File: config.mk
export PLATFORM = sky130hd
export DESIGN_NAME = mac_accum
export DESIGN_NICKNAME = d
export VERILOG_FILES = /design/src/rtl/mac_pkg.sv /design/src/rtl/q_align.sv /design/src/rtl/mac_accum.sv
export SDC_FILE = /design/constraint.sdc
export NUM_CORES = 1
export LEC_CHECK = 0
export CORE_MARGIN = 3
export CORE_UTILIZATION = 50
export CTS_BUF_LIST = sky130_fd_sc_hd__clkbuf_4 sky130_fd_sc_hd__clkbuf_8
export CTS_CLUSTER_DIAMETER = 100
export DETAILED_ROUTE_END_ITERATION = 10
export PLACE_DENSITY = 0.87
export SETUP_SLACK_MARGIN = 0.5
export SLEW_MARGIN = 10
export SYNTH_ARGS = -nofsm -noshare
export SYNTH_HDL_FRONTEND = slang
export SYNTH_SLANG_ARGS = --single-unit
File: constraint.sdc
create_clock -name clk -period 4.1 [get_ports clk]
set_clock_uncertainty 0.05 [all_clocks]
set_input_delay 0.615 -clock clk [delete_from_list [all_inputs] [get_ports clk]]
set_output_delay 0.615 -clock clk [all_outputs]
set_load 0.01 [all_outputs]
File: src/rtl/mac_pkg.sv
// Shared types and constants for the mac_accum dot-product accumulator.
package mac_pkg;

  typedef enum logic [1:0] {
    PREC_Q1_6  = 2'd0,
    PREC_Q1_14 = 2'd1,
    PREC_Q1_30 = 2'd2
  } prec_e;

  typedef enum logic [1:0] {
    IDLE  = 2'd0,
    ACCUM = 2'd1,
    DONE  = 2'd2
  } mac_state_e;

  // Left shifts that bring each product format onto the Q1.30 grid
  localparam int unsigned SHIFT_Q1_6  = 24;
  localparam int unsigned SHIFT_Q1_14 = 16;
  localparam int unsigned SHIFT_Q1_30 = 0;

  localparam logic signed [31:0] Q30_MAX = 32'sh7FFF_FFFF;
  localparam logic signed [31:0] Q30_MIN = 32'sh8000_0000;

endpackage

File: src/rtl/q_align.sv
// Picks the product stream named by prec and aligns it, sign-extended, to Q1.30 at ACC_W bits.
module q_align
  import mac_pkg::*;
#(
  parameter int unsigned ACC_W = 40
) (
  input  logic [1:0]              prec,
  input  logic [7:0]              q1_6_in,
  input  logic                    q1_6_valid,
  input  logic [15:0]             q1_14_in,
  input  logic                    q1_14_valid,
  input  logic [31:0]             q1_30_in,
  input  logic                    q1_30_valid,
  output logic signed [ACC_W-1:0] aligned_c,
  output logic                    valid_c
);

  always_comb begin
    aligned_c = '0;
    valid_c   = 1'b0;
    case (prec_e'(prec))
      PREC_Q1_6: begin
        aligned_c = ACC_W'($signed(q1_6_in)) <<< SHIFT_Q1_6;
        valid_c   = q1_6_valid;
      end
      PREC_Q1_14: begin
        aligned_c = ACC_W'($signed(q1_14_in)) <<< SHIFT_Q1_14;
        valid_c   = q1_14_valid;
      end
      default: begin
        aligned_c = ACC_W'($signed(q1_30_in)) <<< SHIFT_Q1_30;
        valid_c   = q1_30_valid;
      end
    endcase
  end

endmodule

File: src/rtl/mac_accum.sv
// Dot-product accumulator: sums vec_len aligned products in a guard-bit register and
// presents the saturated Q1.30 result on a valid/ready output.
module mac_accum
  import mac_pkg::*;
#(
  parameter int unsigned ACC_W = 40,
  parameter int unsigned LEN_W = 8
) (
  input  logic             clk,
  input  logic             rst_n,
  input  logic             start,
  input  logic [1:0]       prec_sel,
  input  logic [LEN_W-1:0] vec_len,
  input  logic [7:0]       q1_6_in,
  input  logic             q1_6_valid,
  input  logic [15:0]      q1_14_in,
  input  logic             q1_14_valid,
  input  logic [31:0]      q1_30_in,
  input  logic             q1_30_valid,
  output logic             busy,
  output logic [31:0]      acc_out,
  output logic             sat,
  output logic             out_valid,
  input  logic             out_ready
);

  localparam logic signed [ACC_W-1:0] SAT_HI = ACC_W'(Q30_MAX);
  localparam logic signed [ACC_W-1:0] SAT_LO = ACC_W'(Q30_MIN);

  mac_state_e              state;
  prec_e                   prec_q;
  logic [LEN_W-1:0]        len_q;
  logic [LEN_W-1:0]        cnt;
  logic signed [ACC_W-1:0] acc;

  logic signed [ACC_W-1:0] aligned_c;
  logic                    prod_valid_c;
  logic signed [ACC_W-1:0] sum_c;
  logic [LEN_W-1:0]        cnt_next_c;
  logic [31:0]             sat_val_c;
  logic                    sat_flag_c;

  q_align #(.ACC_W(ACC_W)) u_align (
    .prec        (prec_q),
    .q1_6_in     (q1_6_in),
    .q1_6_valid  (q1_6_valid),
    .q1_14_in    (q1_14_in),
    .q1_14_valid (q1_14_valid),
    .q1_30_in    (q1_30_in),
    .q1_30_valid (q1_30_valid),
    .aligned_c   (aligned_c),
    .valid_c     (prod_valid_c)
  );

  // Running sum including the current product, clipped once to Q1.30 for the output register
  always_comb begin
    sum_c      = acc + aligned_c;
    cnt_next_c = cnt + LEN_W'(1);
    sat_val_c  = sum_c[31:0];
    sat_flag_c = 1'b0;
    if (sum_c > SAT_HI) begin
      sat_val_c  = Q30_MAX;
      sat_flag_c = 1'b1;
    end else if (sum_c < SAT_LO) begin
      sat_val_c  = Q30_MIN;
      sat_flag_c = 1'b1;
    end
  end

  always_ff @(posedge clk or negedge rst_n) begin
    if (!rst_n) begin
      state     <= IDLE;
      prec_q    <= PREC_Q1_30;
      len_q     <= '0;
      cnt       <= '0;
      acc       <= '0;
      acc_out   <= '0;
      sat       <= 1'b0;
      out_valid <= 1'b0;
      busy      <= 1'b0;
    end else begin
      unique case (state)
        IDLE: begin
          if (start) begin
            prec_q <= (prec_sel == 2'd3) ? PREC_Q1_30 : prec_e'(prec_sel);
            len_q  <= vec_len;
            acc    <= '0;
            cnt    <= '0;
            busy   <= 1'b1;
            if (vec_len != '0) begin
              state <= ACCUM;
            end else begin
              acc_out   <= '0;
              sat       <= 1'b0;
              out_valid <= 1'b1;
              state     <= DONE;
            end
          end
        end
        ACCUM: begin
          if (prod_valid_c) begin
            acc <= sum_c;
            cnt <= cnt_next_c;
            if (cnt_next_c == len_q) begin
              acc_out   <= sat_val_c;
              sat       <= sat_flag_c;
              out_valid <= 1'b1;
              state     <= DONE;
            end
          end
        end
        DONE: begin
          if (out_ready) begin
            out_valid <= 1'b0;
            busy      <= 1'b0;
            state     <= IDLE;
          end
        end
        default: begin
          state     <= IDLE;
          out_valid <= 1'b0;
          busy      <= 1'b0;
        end
      endcase
    end
  end

endmodule

==> impl_metrics.toml <==
[sta]
holdWs_ns = 0.289
fmax_mhz = 228
final_max_slew_viol_count = 0
setup_viol_count_final = 32
finalCritPeriodShare_pct = 107
rsz0062_at_grt = "true"
slew_headroom_pct = 21.8
hold_violations = 0
worst_pin_slew_ns = 1.17
final.min_clock_period_ns = 4.38
finalWorstSetupSlack_ns = -0.280

[die]
die_x_um = 125
die_area_um2 = 15600
start_util_pct = 52.3
io_pins = 108
dieHeight_um = 125
core.rowCount = 42
design.core.area_um2 = 13600

[outcome]
violations = "design-rule violations, negative setup slack"
status = "finished with violations"

[critical_path]
cp-start-kind = "flip-flop"
crit_fanout = 13
worstSetupPathType = "flip-flop to flip-flop"
worstPathRequired_ns = 4.31
crit_arrival_ns = 4.59
endpoint_kind = "flip-flop"

[power]
ir_drop_v = 0.000538
leakage_nw = 4.23
power_mw = 10.7
power_density_nw_per_um2 = 1060

[place]
place_congestion = 0.948
portBuffers = 107
dp.cells = 1073
dp_hpwl_mm = 14.7
place_area_um2 = 8700

[finish]
final_layout_size_suffix_gt1_share_pct = 27.4
finalNetCount = 1062
fin_util_pct = 74.0
nFillCells = 844
stdcell_area_um2 = 10000
synthToLayoutAreaGrowth_pct = 41.7
fin_cells = 1128

[synth]
synth_area_per_cell_um2 = 9.12
synthArstFlopShare_pct = 100
ys_top_cells_by_area = "dfrtp_1, ha_1, a21oi_1"
yosys.area.top_type = "dfrtp_1"
yosys_most_used_dff = "dfrtp_1"
synth_edf_count = 0
yosys.area.top_type_share_pct = 33.2
ys_warn_count = 0
synthDistinctLibCells = 81
syn_area_um2 = 7090
ys_top_cells_by_count = "nand2_1, dfrtp_1, a21oi_1"
seq_area_frac_synth_pct = 33.6
synth.most_common_cell = "nand2_1"
syn_inst = 777
syn_nets = 892
ys_ff_latch = 95

[clock_tree]
clk_path_buf_depth = 2
cts_tree = "built"
clk_latency_ns = 0.39
htreeDepth = 3
clock-root-buffer = "clkbuf_8"
cts_made_buffers = 9
clk_pin_slew_ns = 0.10
clkSinkCount = 95

[route]
wl_mm = 26.6
drc_errors = 2
drt_iter0_drc = 983
vias_per_cell = 6.84
wire_per_inst_um = 23.6
postRouteAntennaNets = 0
vias = 7714
first_pass_iters = 10

[global_route]
antenna_found_initial = 1
grt_pass1_vias = 7188
gr-total-overflow = 0
grt_max_degree = 70
track_usage_pct = 28.8
grt_pass1_wl_mm = 37.2

[run]
drv_cap = 0

[worst_hold_path]
hold_class = "input pin to asynchronous set/reset pin"
area by class of cell:
class	count	area [um^2]	area share [%]
multi-input cells	612	5030	50.1
flip-flops and latches	95	2380	23.7
repair buffers	214	2130	21.3
well taps	176	220	2.19
clock buffers	12	153	1.52
clock inverters	3	67.6	0.673
inverters	15	56.3	0.561
diodes	1	2.50	0.0249
per-stage QoR:
stage	setup slack [ns]	setup TNS [ns]
after floorplan	0.320	0
after global placement	-0.0487	-1.14
after detailed placement	-0.135	-3.58
after CTS	0.305	0
after global routing	-0.288	-8.60
final	-0.280	-8.41
layer usage:
metal	GRT usage [%]	part of all wire [%]	vias up
met5	0	0	-
met4	13.8	6.9	0
met3	6.48	12	186
met2	45.3	45	633
met1	37.9	37	3627
li1	-	-	3268
worst max-delay path, stage by stage (launching register included):
cell and delay (ns):
dfstp_2 0.62, buf_6 0.16, buf_12 0.11, buf_16 0.12
a22o_4 0.14, ha_4 0.21, a21oi_1 0.33, o21ai_1 0.23
nor2_1 0.44, a31oi_4 0.21, a31oi_2 0.26, xor2_1 0.27
o211ai_1 0.22, o41ai_4 0.42, buf_4 0.22, buf_12 0.17
a32oi_2 0.07
final timing paths:
check	slack [ns]	end	cells past startpoint	from
worst min register to register	0.46	acc_out[31]	2	acc_out[31]
worst max-delay path	-0.28	acc_out[20]	16	prec_q[1]
worst max register to register	-0.28	acc_out[20]	16	prec_q[1]
worst min-delay path	0.29	acc_out[10]	1	rst_n
max in group asynchronous	2.93	acc[20]	2	rst_n
min in group clk	0.46	acc_out[31]	2	acc_out[31]
cell families after synthesis:
kind of cell	share of synthesized area [%]
muxes	2.98
DFF	33.6
xor gates and xnor gates	5.58
and+or+nand+nor	15.9
adders and majority gates	7.52
buffers and inverters	4.40
AOI/OAI and AO/OA	30.1
registers in the layout, summed over array words and instances, names as in the netlist:
signal / cells
sat: 1
busy: 1
len_q: 8
acc_out: 32
state: 2
acc: 40
cnt: 8
out_valid: 1
prec_q: 2
layout by cell type, fill, tap and decap left out, types with 7 or more instances in the layout:
cell type and n:
a32oi_2 19, and2_1 16, nor2_1 24, and3_1 7, a21o_1 7, nand2_1 91
nor3_1 9, nand3_1 8, clkdlybuf4s50_1 106, a32oi_1 12, o21ai_1 10, buf_12 7
o21ai_0 36, a21oi_1 61, a21oi_2 12, mux2i_1 10, o21a_1 8, nor2b_1 8
inv_1 14, xor2_1 13, buf_6 9, nand4_1 8, clkbuf_8 10, xnor2_1 24
ha_1 26, a22o_1 38, mux2_2 9, dfrtp_1 94, buf_4 84, ha_4 11
timing repair:
item | CTS | global route
setup endpoints to repair | 33 | 35
hold buffers | 0 | 0
resized for setup | 80 | 61
cloned | 5 | 2
buffers inserted | 20 | 12
pin swaps | 40 | 39
where the power goes:
group | total, mW | switching [mW] | leakage, nW | internal [mW]
combinational | 8.31 | 4.64 | 2.90 | 3.67
clock | 0.718 | 0.347 | 0.110 | 0.371
sequential | 1.63 | 0.322 | 1.23 | 1.31
total | 10.7 | 5.31 | 4.23 | 5.35
No activity file was read; power rests on OpenSTA's default activity.
